File: src/rtl/rx_link_if.sv
// JESD204B receive-link bundle: decoded lane octets in, link status out.
// The controller takes the slave side; the lane/decoder side takes master.
interface rx_link_if #(
  parameter int DATA_WIDTH = 64
);
  localparam int OCTETS = DATA_WIDTH / 8;

  logic [DATA_WIDTH-1:0] data_in;
  logic [OCTETS-1:0]     k_in;
  logic [OCTETS-1:0]     err_in;
  logic                  sync_n;
  logic                  en_data;
  logic [1:0]            state;
  logic [15:0]           err_count;

  modport master (
    output data_in, k_in, err_in,
    input  sync_n, en_data, state, err_count
  );

  modport slave (
    input  data_in, k_in, err_in,
    output sync_n, en_data, state, err_count
  );
endinterface

File: src/rtl/rx_link_ctrl.sv
// JESD204B receive link controller: CGS -> ILAS_WAIT -> ILAS -> DATA bring-up,
// with ILAS timeout, error-run link drop and a saturating DATA error counter.
module rx_link_ctrl #(
  parameter int DATA_WIDTH   = 64,
  parameter int CGS_COUNT    = 4,
  parameter int ILAS_MF      = 4,
  parameter int ILAS_TIMEOUT = 256,
  parameter int ERR_THRESH   = 4
) (
  input  logic      clock,
  input  logic      reset,
  rx_link_if.slave  link
);
  localparam int OCTETS = DATA_WIDTH / 8;
  localparam int KW = $clog2(CGS_COUNT) + 1;
  localparam int TW = $clog2(ILAS_TIMEOUT) + 1;
  localparam int MW = $clog2(ILAS_MF) + 1;
  localparam int EW = $clog2(ERR_THRESH) + 1;

  // Counter values seen on the cycle whose increment would reach the limit.
  localparam logic [KW-1:0] K_LAST = KW'(CGS_COUNT - 1);
  localparam logic [TW-1:0] T_LAST = TW'(ILAS_TIMEOUT - 1);
  localparam logic [MW-1:0] M_LAST = MW'(ILAS_MF - 1);
  localparam logic [EW-1:0] E_LAST = EW'(ERR_THRESH - 1);

  localparam logic [7:0] CHAR_K = 8'hBC;
  localparam logic [7:0] CHAR_R = 8'h1C;
  localparam logic [7:0] CHAR_A = 8'h7C;

  typedef enum logic [1:0] {
    S_CGS       = 2'd0,
    S_ILAS_WAIT = 2'd1,
    S_ILAS      = 2'd2,
    S_DATA      = 2'd3
  } state_t;

  state_t          state_q, state_d;
  logic [KW-1:0]   kcnt_q, kcnt_d;
  logic [TW-1:0]   tmo_q, tmo_d;
  logic [MW-1:0]   mfcnt_q, mfcnt_d;
  logic [EW-1:0]   ecnt_q, ecnt_d;
  logic [15:0]     err_count_q, err_count_d;

  logic all_k, errored, oct0_k, oct0_r, last_a;

  assign errored = |link.err_in;
  assign oct0_k  = link.k_in[0] && (link.data_in[7:0] == CHAR_K);
  assign oct0_r  = link.k_in[0] && (link.data_in[7:0] == CHAR_R);
  assign last_a  = link.k_in[OCTETS-1] &&
                   (link.data_in[(OCTETS-1)*8 +: 8] == CHAR_A);

  always_comb begin
    all_k = !errored;
    for (int i = 0; i < OCTETS; i++) begin
      if (!(link.k_in[i] && (link.data_in[i*8 +: 8] == CHAR_K))) all_k = 1'b0;
    end
  end

  // NOTE: every always_comb output gets a default first so no path leaves it
  // unassigned, which would otherwise infer a latch.
  always_comb begin
    state_d     = state_q;
    kcnt_d      = kcnt_q;
    tmo_d       = tmo_q;
    mfcnt_d     = mfcnt_q;
    ecnt_d      = ecnt_q;
    err_count_d = err_count_q;

    case (state_q)
      S_CGS: begin
        if (!all_k)                kcnt_d  = '0;
        else if (kcnt_q == K_LAST) state_d = S_ILAS_WAIT;
        else                       kcnt_d  = kcnt_q + 1'b1;
      end
      S_ILAS_WAIT: begin
        if (errored)                          state_d = S_CGS;
        else if (oct0_r)                      state_d = (last_a && M_LAST == '0) ? S_DATA : S_ILAS;
        else if (!oct0_k || tmo_q == T_LAST)  state_d = S_CGS;
        else                                  tmo_d   = tmo_q + 1'b1;
      end
      S_ILAS: begin
        if (errored)                 state_d = S_CGS;
        else if (last_a) begin
          if (mfcnt_q == M_LAST)     state_d = S_DATA;
          else                       mfcnt_d = mfcnt_q + 1'b1;
        end
      end
      S_DATA: begin
        if (errored) begin
          if (err_count_q != '1) err_count_d = err_count_q + 16'd1;
          if (ecnt_q == E_LAST)  state_d     = S_CGS;
          else                   ecnt_d      = ecnt_q + 1'b1;
        end else if (all_k) begin
          state_d = S_CGS;  // transmitter is re-initialising the link
        end else begin
          ecnt_d = '0;
        end
      end
      default: state_d = S_CGS;
    endcase

    // Every transition starts its counters afresh; ILAS entry may already
    // have consumed one multiframe if the R cycle also carried the A.
    if (state_d != state_q) begin
      kcnt_d  = '0;
      tmo_d   = '0;
      mfcnt_d = (state_d == S_ILAS) ? MW'(last_a) : '0;
      ecnt_d  = '0;
    end
  end

  // NOTE: sequential state uses non-blocking assignments only, so every
  // register samples the pre-edge values regardless of statement order.
  always_ff @(posedge clock or posedge reset) begin
    if (reset) begin
      state_q     <= S_CGS;
      kcnt_q      <= '0;
      tmo_q       <= '0;
      mfcnt_q     <= '0;
      ecnt_q      <= '0;
      err_count_q <= '0;
    end else begin
      state_q     <= state_d;
      kcnt_q      <= kcnt_d;
      tmo_q       <= tmo_d;
      mfcnt_q     <= mfcnt_d;
      ecnt_q      <= ecnt_d;
      err_count_q <= err_count_d;
    end
  end

  assign link.state     = state_q;
  assign link.sync_n    = (state_q != S_CGS);
  assign link.en_data   = (state_q == S_DATA);
  assign link.err_count = err_count_q;
endmodule

File: src/flat_wrapper.sv
// flat-port wrapper written by rule: the top's interface ports become plain ports
module rx_link_ctrl_flat 
#(
  parameter int DATA_WIDTH   = 64,
  parameter int CGS_COUNT    = 4,
  parameter int ILAS_MF      = 4,
  parameter int ILAS_TIMEOUT = 256,
  parameter int ERR_THRESH   = 4
)
  (clock, reset, link_data_in, link_k_in, link_err_in, link_sync_n, link_en_data, link_state, link_err_count);
  rx_link_if #(.DATA_WIDTH(DATA_WIDTH)) link_i ();
  input  logic clock;
  input  logic reset;
  input wire logic [$bits(link_i.data_in)-1:0] link_data_in;
  input wire logic [$bits(link_i.k_in)-1:0] link_k_in;
  input wire logic [$bits(link_i.err_in)-1:0] link_err_in;
  output wire logic [$bits(link_i.sync_n)-1:0] link_sync_n;
  output wire logic [$bits(link_i.en_data)-1:0] link_en_data;
  output wire logic [$bits(link_i.state)-1:0] link_state;
  output wire logic [$bits(link_i.err_count)-1:0] link_err_count;
  assign link_i.data_in = link_data_in;
  assign link_i.k_in = link_k_in;
  assign link_i.err_in = link_err_in;
  assign link_sync_n = link_i.sync_n;
  assign link_en_data = link_i.en_data;
  assign link_state = link_i.state;
  assign link_err_count = link_i.err_count;
  rx_link_ctrl #(.DATA_WIDTH(DATA_WIDTH), .CGS_COUNT(CGS_COUNT), .ILAS_MF(ILAS_MF), .ILAS_TIMEOUT(ILAS_TIMEOUT), .ERR_THRESH(ERR_THRESH)) u_core (.clock(clock), .reset(reset), .link(link_i));
endmodule
File: config.mk
export PLATFORM = sky130hd
export DESIGN_NAME = rx_link_ctrl_flat
export DESIGN_NICKNAME = d
export VERILOG_FILES = /design/src/rtl/rx_link_if.sv /design/src/rtl/rx_link_ctrl.sv /design/src/flat_wrapper.sv
export SDC_FILE = /design/constraint.sdc
export NUM_CORES = 1
export LEC_CHECK = 0
export ABC_AREA = 0
export BUFFER_PORTS_ARGS = -buffer_cell sky130_fd_sc_hd__buf_2
export CAP_MARGIN = 20
export CORE_MARGIN = 3
export CORE_UTILIZATION = 50
export CTS_CLUSTER_DIAMETER = 100
export DETAILED_ROUTE_END_ITERATION = 6
export GPL_ROUTABILITY_DRIVEN = 0
export PLACE_DENSITY_LB_ADDON = 0.05
export SLEW_MARGIN = 20
export SYNTH_ARGS = -nofsm -noshare
export SYNTH_HDL_FRONTEND = slang
export SYNTH_SLANG_ARGS = --single-unit
File: constraint.sdc
create_clock -name clock -period 5.2 [get_ports clock]
set_clock_uncertainty 0.1 [all_clocks]
set_input_delay 0.52 -clock clock [delete_from_list [all_inputs] [get_ports clock]]
set_output_delay 0.52 -clock clock [all_outputs]
set_load 0.03 [all_outputs]
# Word-level counts from Yosys, hierarchy flattened
# Cells that the tools add are included.
[totals] input_bits=82 romBits=0 latchBits=0 mem_count=0 register_bits=36 output_inout_bits=20 wordCells=104 ramBits=0
[classes] n_shift=0 bitwise=0 div_mod_pow=0 multipliers=0 n_reduce_logical=26 muxes=40 n_eq_ne=27 add_sub_neg=5 n_lt_le_gt_ge=0
[ops] operator="== test 8 bit, second input constant" n=8
[ops] operator="2-to-1 mux 9 bit" n=5
[ops] operator="2-to-1 mux 3 bit" n=14
[ops] operator="2-to-1 mux 2 bit" n=11
[ops] operator="adder 16 x 1 -> 16 bit, second input constant" n=1
[ops] operator="!= test 16 bit, second input constant" n=1
[ops] operator="nonzero test 2 bit" n=6
[ops] operator="logical AND 1 bit" n=10
[ops] operator="adder 3 x 1 -> 3 bit, second input constant" n=3
[ops] operator="adder 9 x 1 -> 9 bit, second input constant" n=1
[ops] operator="== test 3 x 2 -> 1 bit, second input constant" n=3
[ops] operator="== test 9 x 8 -> 1 bit, second input constant" n=1
[ops] operator="2-to-1 mux 1 bit" n=9
[ops] operator="!= test 3 bit, second input constant" n=3
[ops] operator="== test 8 x 5 -> 1 bit, second input constant" n=1
[ops] operator="== test 8 x 7 -> 1 bit, second input constant" n=1
[ops] operator="!= test 2 bit, second input constant" n=4
[ops] operator="case mux 2 bit (4 select lines)" n=1
[ops] operator="AND reduction 4 bit" n=2
[ops] operator="OR reduction 8 bit" n=1
[ops] operator="== test 2 bit, second input constant" n=3
[ops] operator="AND reduction 3 bit" n=2
[ops] operator="== test 2 x 1 -> 1 bit, second input constant" n=1
[ops] operator="logical NOT 1 bit" n=2
[ops] operator="other kinds (4)" n=4

# Longest topological paths before layout
[logic_depth] word_depth=16 depth_mapped=10 depth_no_buf=9

# Worst setup path before layout
# OpenSTA, ideal clock, no wires.
[synth_path] kind="in2reg" from="input port link_data_in[25]" to="register u_core.tmo_q[0]" t_arrival_ps=2527 slack_ps=2454 path_buffers=1 path_stages=7 setup_time_ps=119 required_ps=4981 cell_sequence="nand4bb_1 > or4_4 > or4b_4 > or4b_4 > nand2_4 > buf_6 > nor2_1"
[synth_between] elab_chain_len=13 elab_cells_between_ends=18 cone_classes="eq/ne: 5; mux: 10; reduce/logical: 3"
[synth_lines] element="from (decl)" line="flat_wrapper.sv:14" source="input wire logic [$bits(link_i.data_in)-1:0] link_data_in;"
[synth_lines] element="== test 8 bit (*)" line="rx_link_ctrl.sv:55" source="if (!(link.k_in[i] && (link.data_in[i*8 +: 8] == CHAR_K))) all_k = 1'b0;"
[synth_lines] element="logical AND 1 bit (*)" line="rx_link_ctrl.sv:55"
[synth_lines] element="2-to-1 mux 1 bit (*) (5 in series)" line="rx_link_ctrl.sv:55"
[synth_lines] element="2-to-1 mux 2 bit" line="rx_link_ctrl.sv:93" source="end else if (all_k) begin"
[synth_lines] element="2-to-1 mux 2 bit" line="rx_link_ctrl.sv:89" source="if (errored) begin"
[synth_lines] element="case mux 2 bit (4 select lines) (*)" line="rx_link_ctrl.sv:69" source="case (state_q)"
[synth_lines] element="!= test 2 bit (*)" line="rx_link_ctrl.sv:104" source="if (state_d != state_q) begin"
[synth_lines] element="!= test 2 bit (no line) / nonzero test 2 bit (equally long branches)"
[synth_lines] element="AND reduction 4 bit (no line)"
[synth_lines] element="to (signal assigned)" line="rx_link_ctrl.sv:125" source="tmo_q <= tmo_d;"
[synth_lines] element="to (decl)" line="rx_link_ctrl.sv:39" source="logic [TW-1:0] tmo_q, tmo_d;"
# Mark *: on every way between the ends. The rest lies on a longest branch, timed or not.
# A chain may end at the register's enable or synchronous reset.

# Final worst setup path
[layout_path] from="input port link_data_in[6]" to="register u_core.kcnt_q[2]"
[layout_between] elab_chain_len=16 elab_cells_between_ends=28 cone_classes="eq/ne: 4; mux: 18; reduce/logical: 6"
[layout_lines] element="== test 8 bit" line="rx_link_ctrl.sv:47, rx_link_ctrl.sv:55"
[layout_lines] element="logical AND 1 bit" line="rx_link_ctrl.sv:47, rx_link_ctrl.sv:55"
[layout_lines] element="2-to-1 mux 1 bit (8 in series)" line="rx_link_ctrl.sv:55"
[layout_lines] element="2-to-1 mux 2 bit" line="rx_link_ctrl.sv:93"
[layout_lines] element="2-to-1 mux 2 bit" line="rx_link_ctrl.sv:89"
[layout_lines] element="case mux 2 bit (4 select lines)" line="rx_link_ctrl.sv:69"
[layout_lines] element="!= test 2 bit" line="rx_link_ctrl.sv:104"
[layout_lines] element="!= test 3 bit (no line) / nonzero test 2 bit (equally long branches)"
[layout_lines] element="AND reduction 2 bit (no line)"
[layout_lines] element="to (signal assigned)" line="rx_link_ctrl.sv:124" source="kcnt_q <= kcnt_d;"
[layout_lines] element="to (decl)" line="rx_link_ctrl.sv:38" source="logic [KW-1:0] kcnt_q, kcnt_d;"
# Several ways; a longest one is shown, not always the timed one. The select of a mux whose other input is x is not followed.

==> results.txt <==
----------------------------------------------------
[Flow run]
  Maximum capacitance violations ... 0

[GRT]
  Total congestion overflow after global routing ... 0
  Number of global-route vias before repair ... 2,155
  Largest net degree at the start of global routing ... 37
  Antenna violations before repair ... 0
  Wire length of the first global-routing pass ... 9.58 mm
  Global routing usage summed across all routing layers ... 23.8%

[Timing]
  Slew Limit Headroom ... 27.2%
  Post-layout min period ... 2.92 ns
  Setup TNS Final ... 0 ns
  Final setup violating endpoints ... 0
  Number of failing hold endpoints at the final stage ... 0
  Transition time of the tightest slew-check pin ... 1.08 ns
  RSZ-0062 raised after global routing ... false
  Highest clock rate ... 343 MHz
  Slew Viols, Final ... 0
  Part of the cycle the worst path needs ... 56.1%

[Critical path]
  Arrival time at the worst endpoint ... 3.03 ns
  Crit Reg-Reg Startpoint ... u_core.tmo_q[3]$_DFFE_PP0P_
  Cells on worst reg2reg path ... 9
  Maximum net fanout on the critical path ... 7
  Worst Setup EP ... u_core.kcnt_q[2]$_DFFE_PP0P_
  Sort of element at the end of the critical path ... flop
  Path type of the worst setup path ... primary input to flop
  Required arrival time at the worst endpoint ... 5.31 ns
  Worst R2R End ... u_core.tmo_q[8]$_DFFE_PP0P_
  Worst setup path start ... link_data_in[6]
  Category of the worst setup path launch point ... primary input
  Minimum setup slack among reg-to-reg paths ... 2.57 ns

[Routing]
  Total via count in the routed design ... 2,100
  Number of DRC violations after detailed-routing iteration 0 ... 170
  First-pass iteration count of the detailed router ... 4
  Post-DR wirelength/cell ... 15.1 um
  Antenna-violating nets left ... 0
  Wire length reported by the detailed router ... 5.72 mm
  Residual DRC count ... 0
  Vias per Instance ... 5.53

[Clocking]
  Maximum level of the CTS H-tree ... 2
  Clock tree sinks ... 36
  Clock transition at the registers of the reported paths ... 0.07 ns
  Post-CTS setup buffer count ... 0
  Clock root cell ... sky130_fd_sc_hd__clkbuf_8
  Largest buffer count on any clock path ... 2
  Skew-Pair Late Insertion Delay ... 0.28 ns
  Hold-fix buffers, CTS ... 0
  Cts bufs inserted ... 5
  Number of resized instances in the post-cts repair step ... 0
  TritonCTS clock tree ... built

[Logic synthesis]
  Most area-consuming cells after synthesis ... sky130_fd_sc_hd__dfrtp_1, sky130_fd_sc_hd__xnor2_1, sky130_fd_sc_hd__ha_1
  Async set or reset register ratio after synthesis ... 100%
  EDFF count, synth ... 0
  Fraction of synthesized cell area taken by the top area cell type ... 41.2%
  Avg Cell Area, Syn ... 9.72 um2
  Post-Syn Instances ... 225
  Synthesized netlist net count ... 316
  Synth Area in XOR/XNOR ... 9.21%
  Post-Synth Adder-Cell Area ... 5.15%
  Yosys reg bits ... 36
  Compound-cell area share of the yosys netlist ... 7.21%
  Synthesized-area fraction occupied by and/or/nand/nor cells ... 32.6%
  Predominant post-synthesis flop cell ... sky130_fd_sc_hd__dfrtp_1
  Fraction of synthesized area in multiplexers ... 1.37%
  Number of warnings printed during yosys synthesis ... 0
  Leading area contributor after synthesis ... sky130_fd_sc_hd__dfrtp_1
  Post-synthesis cell area ... 2190 um2
  Count of distinct cell types in the synthesized netlist ... 45
  Dominant combinational cell family by area after synthesis ... simple AND/OR/NAND/NOR gates
  Register area share after synthesis ... 41.2%

[Cells and area]
  Area overhead of the layout relative to synthesis ... 29.7%
  Most common cell after layout, fill and taps aside ... sky130_fd_sc_hd__buf_2
  Post-route insts no fill ... 380
  Total Nets Final ... 421
  Ratio of cells with drive above 1 in the final layout ... 35.5%
  Number of antenna repair diodes ... 0
  Commonest cells after routing, fill and taps aside ... sky130_fd_sc_hd__buf_2, sky130_fd_sc_hd__dfrtp_1, sky130_fd_sc_hd__nand2_1

[Power]
  Switching share of power ... 20.8%
  IR drop worst, VDD ... 0.0000972 V
  Ratio of total power to cell area ... 189 nW/um2
  Static power due to leakage ... 1.36 nW
  Clock group share of total power ... 39.6%
  Power spent charging and discharging nets ... 0.000111 W
  Internal power consumption ... 0.000424 W
  Part of the power in registers ... 52.4%
  Share of power burned in combinational logic ... 8.1%

[Die]
  Die Y ... 72.1 um
  Width of the die ... 72.1 um
  Total die area ... 5200 um2
  # rows ... 23
  Core box area ... 4120 um2
  Initial core utilization ... 53.1%
  Total I/O pin count ... 102

[Run status]
  Result of the run ... finished, final reports clean

[Placement]
  Count of input and output buffers ... 101
  Placed instance count ... 373
  Placed wire-length estimate after detailed placement ... 4.58 mm

[Worst hold path]
  Min-Delay Path Class ... primary input to asynchronous set/reset pin

----------------------------------------------------
[synthesized netlist by cell type (2+ instances only)]
cell type                    n
sky130_fd_sc_hd__nor3_1      5
sky130_fd_sc_hd__or4b_4      2
sky130_fd_sc_hd__nand2_1    22
sky130_fd_sc_hd__nor4_1      7
sky130_fd_sc_hd__nand3_1     8
sky130_fd_sc_hd__mux2i_1     3
sky130_fd_sc_hd__nor4bb_1    2
sky130_fd_sc_hd__dfrtp_1    36
sky130_fd_sc_hd__a21oi_1     5
sky130_fd_sc_hd__or4_4       2
sky130_fd_sc_hd__nor2_1     16
sky130_fd_sc_hd__nand4_1    16
sky130_fd_sc_hd__and4_1      3
sky130_fd_sc_hd__or4bb_1     2
sky130_fd_sc_hd__ha_1        9
sky130_fd_sc_hd__o22ai_1     2
sky130_fd_sc_hd__clkbuf_1    3
sky130_fd_sc_hd__nand4bb_1   4
sky130_fd_sc_hd__o21ai_0     4
sky130_fd_sc_hd__inv_1      13
sky130_fd_sc_hd__a21o_1      3
sky130_fd_sc_hd__xor2_1      7
sky130_fd_sc_hd__and2_1      2
sky130_fd_sc_hd__xnor2_1    16
sky130_fd_sc_hd__nand4b_1    7
sky130_fd_sc_hd__and3_1      6
sky130_fd_sc_hd__o31ai_1     2
[cell families after synthesis]
| kind of cell | count (synthesis) |
|---|---|
| mux | 3 |
| flops | 36 |
| fa+ha+maj | 9 |
| buf+inv | 17 |
| xor+xnor | 23 |
| compound gates | 23 |
| simple gates | 114 |
[critical path: stages]
cell and delay, ns:
sky130_fd_sc_hd__buf_2 0.09, sky130_fd_sc_hd__nand4b_1 0.15, sky130_fd_sc_hd__nor4b_1 0.92, sky130_fd_sc_hd__inv_1 0.10, sky130_fd_sc_hd__nor3_1 0.59, sky130_fd_sc_hd__or4b_1 0.50, sky130_fd_sc_hd__a21oi_1 0.15
[layer usage]
metal  GRT usage (%)  share of wire (%)
met3            5.54                7.4
met5               0                  0
met1            27.1                 40
met4            6.68                1.5
met2            44.0                 51
[sequential cells by signal, indices dropped and copies added (netlist names)]
register / flops
u_core.link.err_count: 16
u_core.tmo_q: 9
u_core.ecnt_q: 3
u_core.kcnt_q: 3
u_core.mfcnt_q: 3
u_core.link.state: 2
[layout make-up]
type / count / area (um2)
Multi-Input combinational cell: 172 / 1210
Timing Repair Buffer: 102 / 513
Fill cell: 313 / 1280
Clock buffer: 7 / 96.3
Sequential cell: 36 / 901
Inverter: 13 / 48.8
Tap cell: 50 / 62.6
[worst min-delay path by stage]
stage	from	to	slack, ns	cells past startpoint
final	reset	u_core.tmo_q[2]$_DFFE_PP0P_	0.24	3
after global routing	reset	u_core.tmo_q[4]$_DFFE_PP0P_	0.29	3
after CTS	reset	u_core.tmo_q[4]$_DFFE_PP0P_	0.25	3
after detailed placement	u_core.link.err_count[15]$_DFFE_PP0P_	u_core.link.err_count[15]$_DFFE_PP0P_	0.38	1
after global placement	u_core.link.err_count[7]$_DFFE_PP0P_	u_core.link.err_count[7]$_DFFE_PP0P_	0.38	1
after floorplan	u_core.ecnt_q[0]$_DFFE_PP0P_	u_core.ecnt_q[0]$_DFFE_PP0P_	0.36	1
[through the flow]
stage	utilization [%]	hold slack, ns	total power [W]	instance area (um2)	setup WS [ns]
2_1_floorplan	-	0.364	0.000297	2190	2.45
5_1_grt	68.9	0.287	0.000559	2840	2.08
6_report	68.9	0.237	0.000536	2840	2.28
4_1_cts	68.9	0.250	0.000540	2840	2.31
3_5_place_dp	66.6	0.380	0.000330	2740	2.01
3_3_place_gp	66.6	0.382	0.000329	2740	2.14
[power by group through the flow]
stage                     Sequential (W)  Clock [W]  Combinational [W]
after global routing            0.000280   0.000230          0.0000488
after detailed placement        0.000286          0          0.0000440
after CTS                       0.000280   0.000216          0.0000441
after floorplan                 0.000286          0          0.0000111
final                           0.000280   0.000212          0.0000433
after global placement          0.000286          0          0.0000431
No activity file was read; power rests on OpenSTA's default activity.
